--- config.mk ---
export PLATFORM = sky130hd
export DESIGN_NAME = hazard_ctrl_flat
export DESIGN_NICKNAME = d
export VERILOG_FILES = /design/src/rtl/hazard_ctrl_pkg.sv /design/src/rtl/hazard_ctrl_if.sv /design/src/rtl/hazard_ctrl_fwd_mux.sv /design/src/rtl/hazard_ctrl.sv /design/src/flat_wrapper.sv
export SDC_FILE = /design/constraint.sdc
export NUM_CORES = 1
export LEC_CHECK = 0
export ABC_AREA = 1
export CAP_MARGIN = 10
export CORE_ASPECT_RATIO = 0.8
export CORE_MARGIN = 3
export CORE_UTILIZATION = 49
export DETAILED_ROUTE_END_ITERATION = 7
export GPL_ROUTABILITY_DRIVEN = 0
export GPL_TIMING_DRIVEN = 0
export PLACE_DENSITY = 0.85
export SLEW_MARGIN = 20
export SYNTH_ARGS = -nofsm -noshare
export SYNTH_HDL_FRONTEND = slang
export SYNTH_SLANG_ARGS = --single-unit
--- constraint.sdc ---
create_clock -name clk -period 5.56 [get_ports clk]
set_clock_uncertainty 0.05 [all_clocks]
set_input_delay 0.834 -clock clk [delete_from_list [all_inputs] [get_ports clk]]
set_output_delay 0.834 -clock clk [all_outputs]
set_load 0.03 [all_outputs]
--- src/rtl/hazard_ctrl_pkg.sv ---
// Shared types and constants for the hazard controller: writeback-select
// encodings, the shadow scoreboard entry, and the register-match helper.
package hazard_ctrl_pkg;

  localparam logic [1:0] WB_ALU  = 2'd0;
  localparam logic [1:0] WB_DRAM = 2'd1;
  localparam logic [1:0] WB_PC4  = 2'd2;
  localparam logic [1:0] WB_EXT  = 2'd3;

  typedef struct packed {
    logic       v;
    logic [4:0] wR;
    logic [1:0] wsel;
  } sb_entry_t;

  // x0 is hard-wired zero, so it can never be a real producer.
  function automatic logic sbMatch(input sb_entry_t s, input logic [4:0] r);
    return s.v && (s.wR == r) && (r != 5'd0);
  endfunction

endpackage

--- src/rtl/hazard_ctrl_if.sv ---
// ID-stage <-> hazard controller bundle. The master is the pipeline side
// that supplies decode/writeback information; the slave is hazard_ctrl.
interface hazard_ctrl_if #(parameter int CNT_W = 32);

  logic [4:0]       ID_rR1;
  logic [4:0]       ID_rR2;
  logic             ID_re1;
  logic             ID_re2;
  logic             ID_rf_we;
  logic [4:0]       ID_wR;
  logic [1:0]       ID_rf_wsel;
  logic [31:0]      ID_rD1;
  logic [31:0]      ID_rD2;
  logic [31:0]      EX_wd;
  logic [31:0]      MEM_wd;
  logic [31:0]      WB_wd;
  logic             EX_taken;
  logic             stall;
  logic             data_hazard;
  logic             control_hazard;
  logic [31:0]      fwd_rD1;
  logic [31:0]      fwd_rD2;
  logic [CNT_W-1:0] stall_cnt;
  logic [CNT_W-1:0] flush_cnt;

  modport master (
    output ID_rR1, ID_rR2, ID_re1, ID_re2, ID_rf_we, ID_wR, ID_rf_wsel,
           ID_rD1, ID_rD2, EX_wd, MEM_wd, WB_wd, EX_taken,
    input  stall, data_hazard, control_hazard, fwd_rD1, fwd_rD2,
           stall_cnt, flush_cnt
  );

  modport slave (
    input  ID_rR1, ID_rR2, ID_re1, ID_re2, ID_rf_we, ID_wR, ID_rf_wsel,
           ID_rD1, ID_rD2, EX_wd, MEM_wd, WB_wd, EX_taken,
    output stall, data_hazard, control_hazard, fwd_rD1, fwd_rD2,
           stall_cnt, flush_cnt
  );

endinterface

--- src/rtl/hazard_ctrl_fwd_mux.sv ---
// Per-operand forwarding select: the youngest in-flight producer wins,
// falling back to the register-file read data.
module hazard_fwd_mux (
  input  logic        hitEx_i,
  input  logic        hitMem_i,
  input  logic        hitWb_i,
  input  logic [31:0] exWd_i,
  input  logic [31:0] memWd_i,
  input  logic [31:0] wbWd_i,
  input  logic [31:0] rfD_i,
  output logic [31:0] fwd_o
);

  // Priority EX > MEM > WB > register file.
  always_comb begin
    fwd_o = rfD_i;
    if (hitEx_i)       fwd_o = exWd_i;
    else if (hitMem_i) fwd_o = memWd_i;
    else if (hitWb_i)  fwd_o = wbWd_i;
  end

endmodule

--- src/rtl/hazard_ctrl.sv ---
// Hazard controller beside the ID stage: shadow scoreboard of in-flight
// writebacks, load-use / no-forwarding stall detection, branch flush,
// operand forwarding and saturating stall/flush event counters.
module hazard_ctrl
  import hazard_ctrl_pkg::*;
#(
  parameter int FWD_EN = 1,
  parameter int CNT_W  = 32
) (
  input logic        clk,
  input logic        rst,
  hazard_ctrl_if.slave hz
);

  sb_entry_t        sbEx_q, sbMem_q, sbWb_q, sbEx_d;
  logic [CNT_W-1:0] stallCnt_q, stallCnt_d;
  logic [CNT_W-1:0] flushCnt_q, flushCnt_d;

  logic use1, use2;
  logic ex1, mem1, wb1, ex2, mem2, wb2;
  logic exLoad;
  logic dataRaw, dataHazard, controlHazard;
  logic hitEx1, hitMem1, hitWb1, hitEx2, hitMem2, hitWb2;

  assign use1   = hz.ID_re1 & (hz.ID_rR1 != 5'd0);
  assign use2   = hz.ID_re2 & (hz.ID_rR2 != 5'd0);
  assign ex1    = use1 & sbMatch(sbEx_q,  hz.ID_rR1);
  assign mem1   = use1 & sbMatch(sbMem_q, hz.ID_rR1);
  assign wb1    = use1 & sbMatch(sbWb_q,  hz.ID_rR1);
  assign ex2    = use2 & sbMatch(sbEx_q,  hz.ID_rR2);
  assign mem2   = use2 & sbMatch(sbMem_q, hz.ID_rR2);
  assign wb2    = use2 & sbMatch(sbWb_q,  hz.ID_rR2);
  assign exLoad = (sbEx_q.wsel == WB_DRAM);

  // Hazard detection and forwarding hits depend on whether bypass paths exist.
  always_comb begin
    dataRaw = 1'b0;
    hitEx1  = 1'b0;
    hitMem1 = 1'b0;
    hitWb1  = 1'b0;
    hitEx2  = 1'b0;
    hitMem2 = 1'b0;
    hitWb2  = 1'b0;
    if (FWD_EN != 0) begin
      dataRaw = (ex1 | ex2) & exLoad;
      hitEx1  = ex1 & ~exLoad;
      hitMem1 = mem1;
      hitWb1  = wb1;
      hitEx2  = ex2 & ~exLoad;
      hitMem2 = mem2;
      hitWb2  = wb2;
    end else begin
      dataRaw = ex1 | mem1 | wb1 | ex2 | mem2 | wb2;
    end
  end

  // A taken branch squashes the ID instruction, so no bubble/stall is needed.
  assign controlHazard     = hz.EX_taken;
  assign dataHazard        = dataRaw & ~controlHazard;
  assign hz.control_hazard = controlHazard;
  assign hz.data_hazard    = dataHazard;
  assign hz.stall          = dataHazard;

  // Entry entering EX is the ID instruction unless it is bubbled or flushed.
  always_comb begin
    sbEx_d = '0;
    if (!(dataHazard | controlHazard)) begin
      sbEx_d.v    = hz.ID_rf_we & (hz.ID_wR != 5'd0);
      sbEx_d.wR   = hz.ID_wR;
      sbEx_d.wsel = hz.ID_rf_wsel;
    end
  end

  // Saturating event counters: hold at all-ones instead of wrapping.
  always_comb begin
    stallCnt_d = stallCnt_q;
    flushCnt_d = flushCnt_q;
    if (dataHazard && (stallCnt_q != '1))
      stallCnt_d = stallCnt_q + CNT_W'(1);
    if (controlHazard && (flushCnt_q != '1))
      flushCnt_d = flushCnt_q + CNT_W'(1);
  end

  // Scoreboard shift mirroring the EX/MEM/WB pipeline registers, plus counters.
  always_ff @(posedge clk or posedge rst) begin
    if (rst) begin
      sbEx_q     <= '0;
      sbMem_q    <= '0;
      sbWb_q     <= '0;
      stallCnt_q <= '0;
      flushCnt_q <= '0;
    end else begin
      sbEx_q     <= sbEx_d;
      sbMem_q    <= sbEx_q;
      sbWb_q     <= sbMem_q;
      stallCnt_q <= stallCnt_d;
      flushCnt_q <= flushCnt_d;
    end
  end

  assign hz.stall_cnt = stallCnt_q;
  assign hz.flush_cnt = flushCnt_q;

  hazard_fwd_mux u_fwd1 (
    .hitEx_i  (hitEx1),
    .hitMem_i (hitMem1),
    .hitWb_i  (hitWb1),
    .exWd_i   (hz.EX_wd),
    .memWd_i  (hz.MEM_wd),
    .wbWd_i   (hz.WB_wd),
    .rfD_i    (hz.ID_rD1),
    .fwd_o    (hz.fwd_rD1)
  );

  hazard_fwd_mux u_fwd2 (
    .hitEx_i  (hitEx2),
    .hitMem_i (hitMem2),
    .hitWb_i  (hitWb2),
    .exWd_i   (hz.EX_wd),
    .memWd_i  (hz.MEM_wd),
    .wbWd_i   (hz.WB_wd),
    .rfD_i    (hz.ID_rD2),
    .fwd_o    (hz.fwd_rD2)
  );

endmodule
--- src/flat_wrapper.sv ---
// flat-port wrapper written by rule: the top's interface ports become plain ports
module hazard_ctrl_flat import hazard_ctrl_pkg::*;
#(
  parameter int FWD_EN = 1,
  parameter int CNT_W  = 32
)
  (clk, rst, hz_ID_rR1, hz_ID_rR2, hz_ID_re1, hz_ID_re2, hz_ID_rf_we, hz_ID_wR, hz_ID_rf_wsel, hz_ID_rD1, hz_ID_rD2, hz_EX_wd, hz_MEM_wd, hz_WB_wd, hz_EX_taken, hz_stall, hz_data_hazard, hz_control_hazard, hz_fwd_rD1, hz_fwd_rD2, hz_stall_cnt, hz_flush_cnt);
  hazard_ctrl_if #(.CNT_W(CNT_W)) hz_i ();
  input logic clk;
  input logic rst;
  input wire logic [$bits(hz_i.ID_rR1)-1:0] hz_ID_rR1;
  input wire logic [$bits(hz_i.ID_rR2)-1:0] hz_ID_rR2;
  input wire logic [$bits(hz_i.ID_re1)-1:0] hz_ID_re1;
  input wire logic [$bits(hz_i.ID_re2)-1:0] hz_ID_re2;
  input wire logic [$bits(hz_i.ID_rf_we)-1:0] hz_ID_rf_we;
  input wire logic [$bits(hz_i.ID_wR)-1:0] hz_ID_wR;
  input wire logic [$bits(hz_i.ID_rf_wsel)-1:0] hz_ID_rf_wsel;
  input wire logic [$bits(hz_i.ID_rD1)-1:0] hz_ID_rD1;
  input wire logic [$bits(hz_i.ID_rD2)-1:0] hz_ID_rD2;
  input wire logic [$bits(hz_i.EX_wd)-1:0] hz_EX_wd;
  input wire logic [$bits(hz_i.MEM_wd)-1:0] hz_MEM_wd;
  input wire logic [$bits(hz_i.WB_wd)-1:0] hz_WB_wd;
  input wire logic [$bits(hz_i.EX_taken)-1:0] hz_EX_taken;
  output wire logic [$bits(hz_i.stall)-1:0] hz_stall;
  output wire logic [$bits(hz_i.data_hazard)-1:0] hz_data_hazard;
  output wire logic [$bits(hz_i.control_hazard)-1:0] hz_control_hazard;
  output wire logic [$bits(hz_i.fwd_rD1)-1:0] hz_fwd_rD1;
  output wire logic [$bits(hz_i.fwd_rD2)-1:0] hz_fwd_rD2;
  output wire logic [$bits(hz_i.stall_cnt)-1:0] hz_stall_cnt;
  output wire logic [$bits(hz_i.flush_cnt)-1:0] hz_flush_cnt;
  assign hz_i.ID_rR1 = hz_ID_rR1;
  assign hz_i.ID_rR2 = hz_ID_rR2;
  assign hz_i.ID_re1 = hz_ID_re1;
  assign hz_i.ID_re2 = hz_ID_re2;
  assign hz_i.ID_rf_we = hz_ID_rf_we;
  assign hz_i.ID_wR = hz_ID_wR;
  assign hz_i.ID_rf_wsel = hz_ID_rf_wsel;
  assign hz_i.ID_rD1 = hz_ID_rD1;
  assign hz_i.ID_rD2 = hz_ID_rD2;
  assign hz_i.EX_wd = hz_EX_wd;
  assign hz_i.MEM_wd = hz_MEM_wd;
  assign hz_i.WB_wd = hz_WB_wd;
  assign hz_i.EX_taken = hz_EX_taken;
  assign hz_stall = hz_i.stall;
  assign hz_data_hazard = hz_i.data_hazard;
  assign hz_control_hazard = hz_i.control_hazard;
  assign hz_fwd_rD1 = hz_i.fwd_rD1;
  assign hz_fwd_rD2 = hz_i.fwd_rD2;
  assign hz_stall_cnt = hz_i.stall_cnt;
  assign hz_flush_cnt = hz_i.flush_cnt;
  hazard_ctrl #(.FWD_EN(FWD_EN), .CNT_W(CNT_W)) u_core (.clk(clk), .rst(rst), .hz(hz_i));
endmodule
==> flow_metrics.tcl <==
set metrics [dict create \
    rows 41 \
    syn_inst 1396 \
    grt_max_degree 57 \
    grt.busiest_layer "met2" \
    grt_pass1_vias 9633 \
    ys_types 32 \
    crit_arrival_ns 4.00 \
    clkLatencyLatePin_ns 0.35 \
    fin_crit_ns 4.89 \
    die-width_microns 150 \
    finalHoldViolCount 0 \
    die_area_sq_mm 0.0181 \
    wl_per_cell_microns 17.3 \
    io_buffer_count 313 \
    drive_gt1_share_pct 4.29 \
    fmax_mhz 205 \
    cts_setup_buffers 0 \
    setup_slack_ns 0.674 \
    gr-total-overflow 0 \
    worst_setup_path_end_kind "output port" \
    first_iter_violations 1318 \
    ir_worst_vdd_mv 0.333 \
    max-slew-margin-rel_pct 57.0 \
    cpPeakStageDelay_ns 0.74 \
    antenna_found_initial 1 \
    antenna_left 0 \
    grt_pass1_wl_microns 50700 \
    drc_errors 0 \
    cap_violations 0 \
    path_depth 10 \
    clkTransAtPathRegs_ns 0.06 \
    cts_hold_buf 0 \
    cp_max_fo 10 \
    io-pin-count 314 \
    tns_ns 0 \
    use_met3_pct 8.10 \
    syn-num-nets 1581 \
    placed_cell_area_sq_mm 0.0115 \
    hold_class "flip-flop to flip-flop" \
    tightest_slew_ns 0.644 \
    cp_top_family "buffers and inverters" \
    core_sq_mm 0.0160 \
    path_cells "clkdlybuf4s50_1, xnor2_1, nand2_1, nor2_2, nand3_1, buf_2, nand2_1, nand3_1, a21oi_1, clkdlybuf4s50_1" \
    outcome "complete, no violations" \
    area_delta_synth_final_pct 47.0 \
    vias_per_cell 5.47 \
    grtUsageMet1_pct 48.8 \
    hold_slack_ns 0.363 \
    min_path_cells 0 \
    ys_ff_latch 84 \
    worstSetupPathType "input pin to output port" \
    drt_first_pass_iters 8 \
    netlist_area_sq_mm 0.00808 \
    seq_area_frac_synth_pct 26.0 \
    maxSlewViolCount 0 \
    cts_buffers 9 \
    wl_microns 33700 \
    grt_util_met2_pct 54.4 \
    die_y_microns 121 \
    dp_hpwl_microns 26100 \
    fin_crit_sh_pct 87.9 \
    nets 1906 \
    grt_usage_pct 35.4 \
    setup_viol 0 \
    p_per_area_mw_per_mm2 178 \
    vias 10600 \
    cts.sinks 84 \
    stdcell_area_sq_mm 0.0119 \
    start_kind "input pin" \
    leakagePower_nw 5.84 \
    grt_setup_unrepaired "no" \
    start_util_pct 50.6 \
    cts-htree-levels 3 \
    cts.repair.resized 0 \
    critPathBufInv 3 \
    syn_area_per_cell_sq_um 5.79 \
    cts_max_path_buffers 2 \
    rr_worst_depth 10 \
    critPathSlowestCell "clkdlybuf4s50_1" \
    critPathRequiredTime_ns 4.68 \
    pre_cts_ws_ns 0.788 \
    root_buffer "clkbuf_16" \
    yosysWarnings 0 \
    tritoncts "yes" \
    final_util_pct 74.5 \
]
==> where the power goes <==
part	internal [mW]	switching (mW)	leakage (nW)
sequential	0.650	0.0486	1.13
clock	0.485	0.254	0.173
combinational	0.301	0.375	4.53
==> flip-flops by register name, summed over array words and instances, names as in the netlist <==
| register | flops |
|---|---|
| u_core.hz.stall_cnt | 32 |
| u_core.sbMem_q | 6 |
| u_core.sbWb_q | 6 |
| u_core.hz.flush_cnt | 32 |
| u_core.sbEx_q | 8 |
==> metrics by stage <==
step | std cells | total power [mW]
final | 1942 | 2.12
after global routing | 1941 | 2.20
after CTS | 1941 | 2.12
after detailed placement | 1925 | 1.38
after global placement | 1924 | 1.36
after floorplan | 1396 | 1.03
==> cell type report <==
class	instances	area, sq um
Antenna cell	1	2.50
Timing Repair Buffer	314	3160
Clock inverter	6	136
Buffer	67	329
Tap cell	215	269
Fill cell	1316	4080
Sequential cell	84	2100
Clock buffer	10	229
Inverter	234	881
Multi-Input combinational cell	1011	4770
==> routing by layer <==
metal  share of wire, %  vias to the layer above
met5                  0                        -
met4                4.6                        0
met3                 12                      122
met2                 43                      694
met1                 40                     4800
li1                   -                     5007
==> cell families (layout without fill, tap and decap cells) <==
kind of cell    Yosys count  in the layout  synth area share [%]
flops                    84             84                  26.0
buf+inv                 301            631                  14.9
compound gates           86             86                  5.54
xor+xnor                 70             70                  7.59
fa+ha+maj                 2              2                 0.310
other cells               0              1                     0
simple gates            853            853                  45.6
==> cell usage after synthesis <==
cell      number  area share (%)
o21ai_1        6            0.37
nand3_1       87             5.4
inv_1        227              11
clkbuf_1      28             1.3
nor2_4         1            0.14
nor2_1       217              10
nand2_1      396              18
a21oi_1       70             4.3
nand2_2        1           0.077
buf_4          3            0.28
buf_6          4            0.56
a21oi_2        1            0.11
or2_2          1           0.077
dfrtp_1       84              26
o21ai_0        6            0.37
nand4_2        1            0.15
ha_1           2            0.31
nor3_2         1            0.12
inv_2          7            0.33
nor2_2         3            0.23
buf_1          3            0.14
nor3b_1        1           0.093
xor2_1        46             5.0
nor4_1         1           0.077
o21ai_2        2            0.22
xnor2_1       24             2.6
buf_2         29             1.8
nand3_2        2            0.25
nand3b_1       4            0.37
nor3_1        31             1.9
nand4_1      106             8.2
a21boi_2       1            0.14
==> worst reg2reg max path: stages, from the launching register on <==
cell and delay [ns]:
dfrtp_1 0.43, ha_1 0.28, inv_1 0.10, nor2_2 0.17, nand2_1 0.14, nor2_1 0.20, nand2_1 0.10, nand4_1 0.19
buf_2 0.27, nand2_1 0.09, nand2_1 0.07
==> worst paths after layout <==
check	start	to	slack (ns)
setup / recovery	hz_ID_rR1[2]	hz_fwd_rD1[2]	0.67
hold / removal	u_core.sbMem_q[3]	u_core.sbWb_q[3]	0.36
setup reg to reg	u_core.hz.stall_cnt[0]	u_core.hz.stall_cnt[28]	3.40
hold reg to reg	u_core.sbMem_q[3]	u_core.sbWb_q[3]	0.36
max in group asynchronous	rst	u_core.hz.stall_cnt[21]	4.05
min in group asynchronous	rst	u_core.sbMem_q[6]	0.79
==> cell usage in the layout, fill, tap and decap left out, types with 2 or more instances in the layout <==
cell type and n:
nor2_1 217, inv_2 7, buf_1 3, o21ai_1 6
a21oi_1 70, clkdlybuf4s50_1 313, nor3_1 31, nand3b_1 4
ha_1 2, nand3_2 2, dfrtp_1 84, nor2_2 3
o21ai_2 2, bufinv_16 4, xor2_1 46, xnor2_1 24
inv_1 226, nand4_1 106, nand3_1 87, buf_4 3
nand2_1 396, o21ai_0 6, buf_2 29, clkbuf_1 29
clkbuf_16 9, buf_6 4
(Power assumes the default switching activity.)
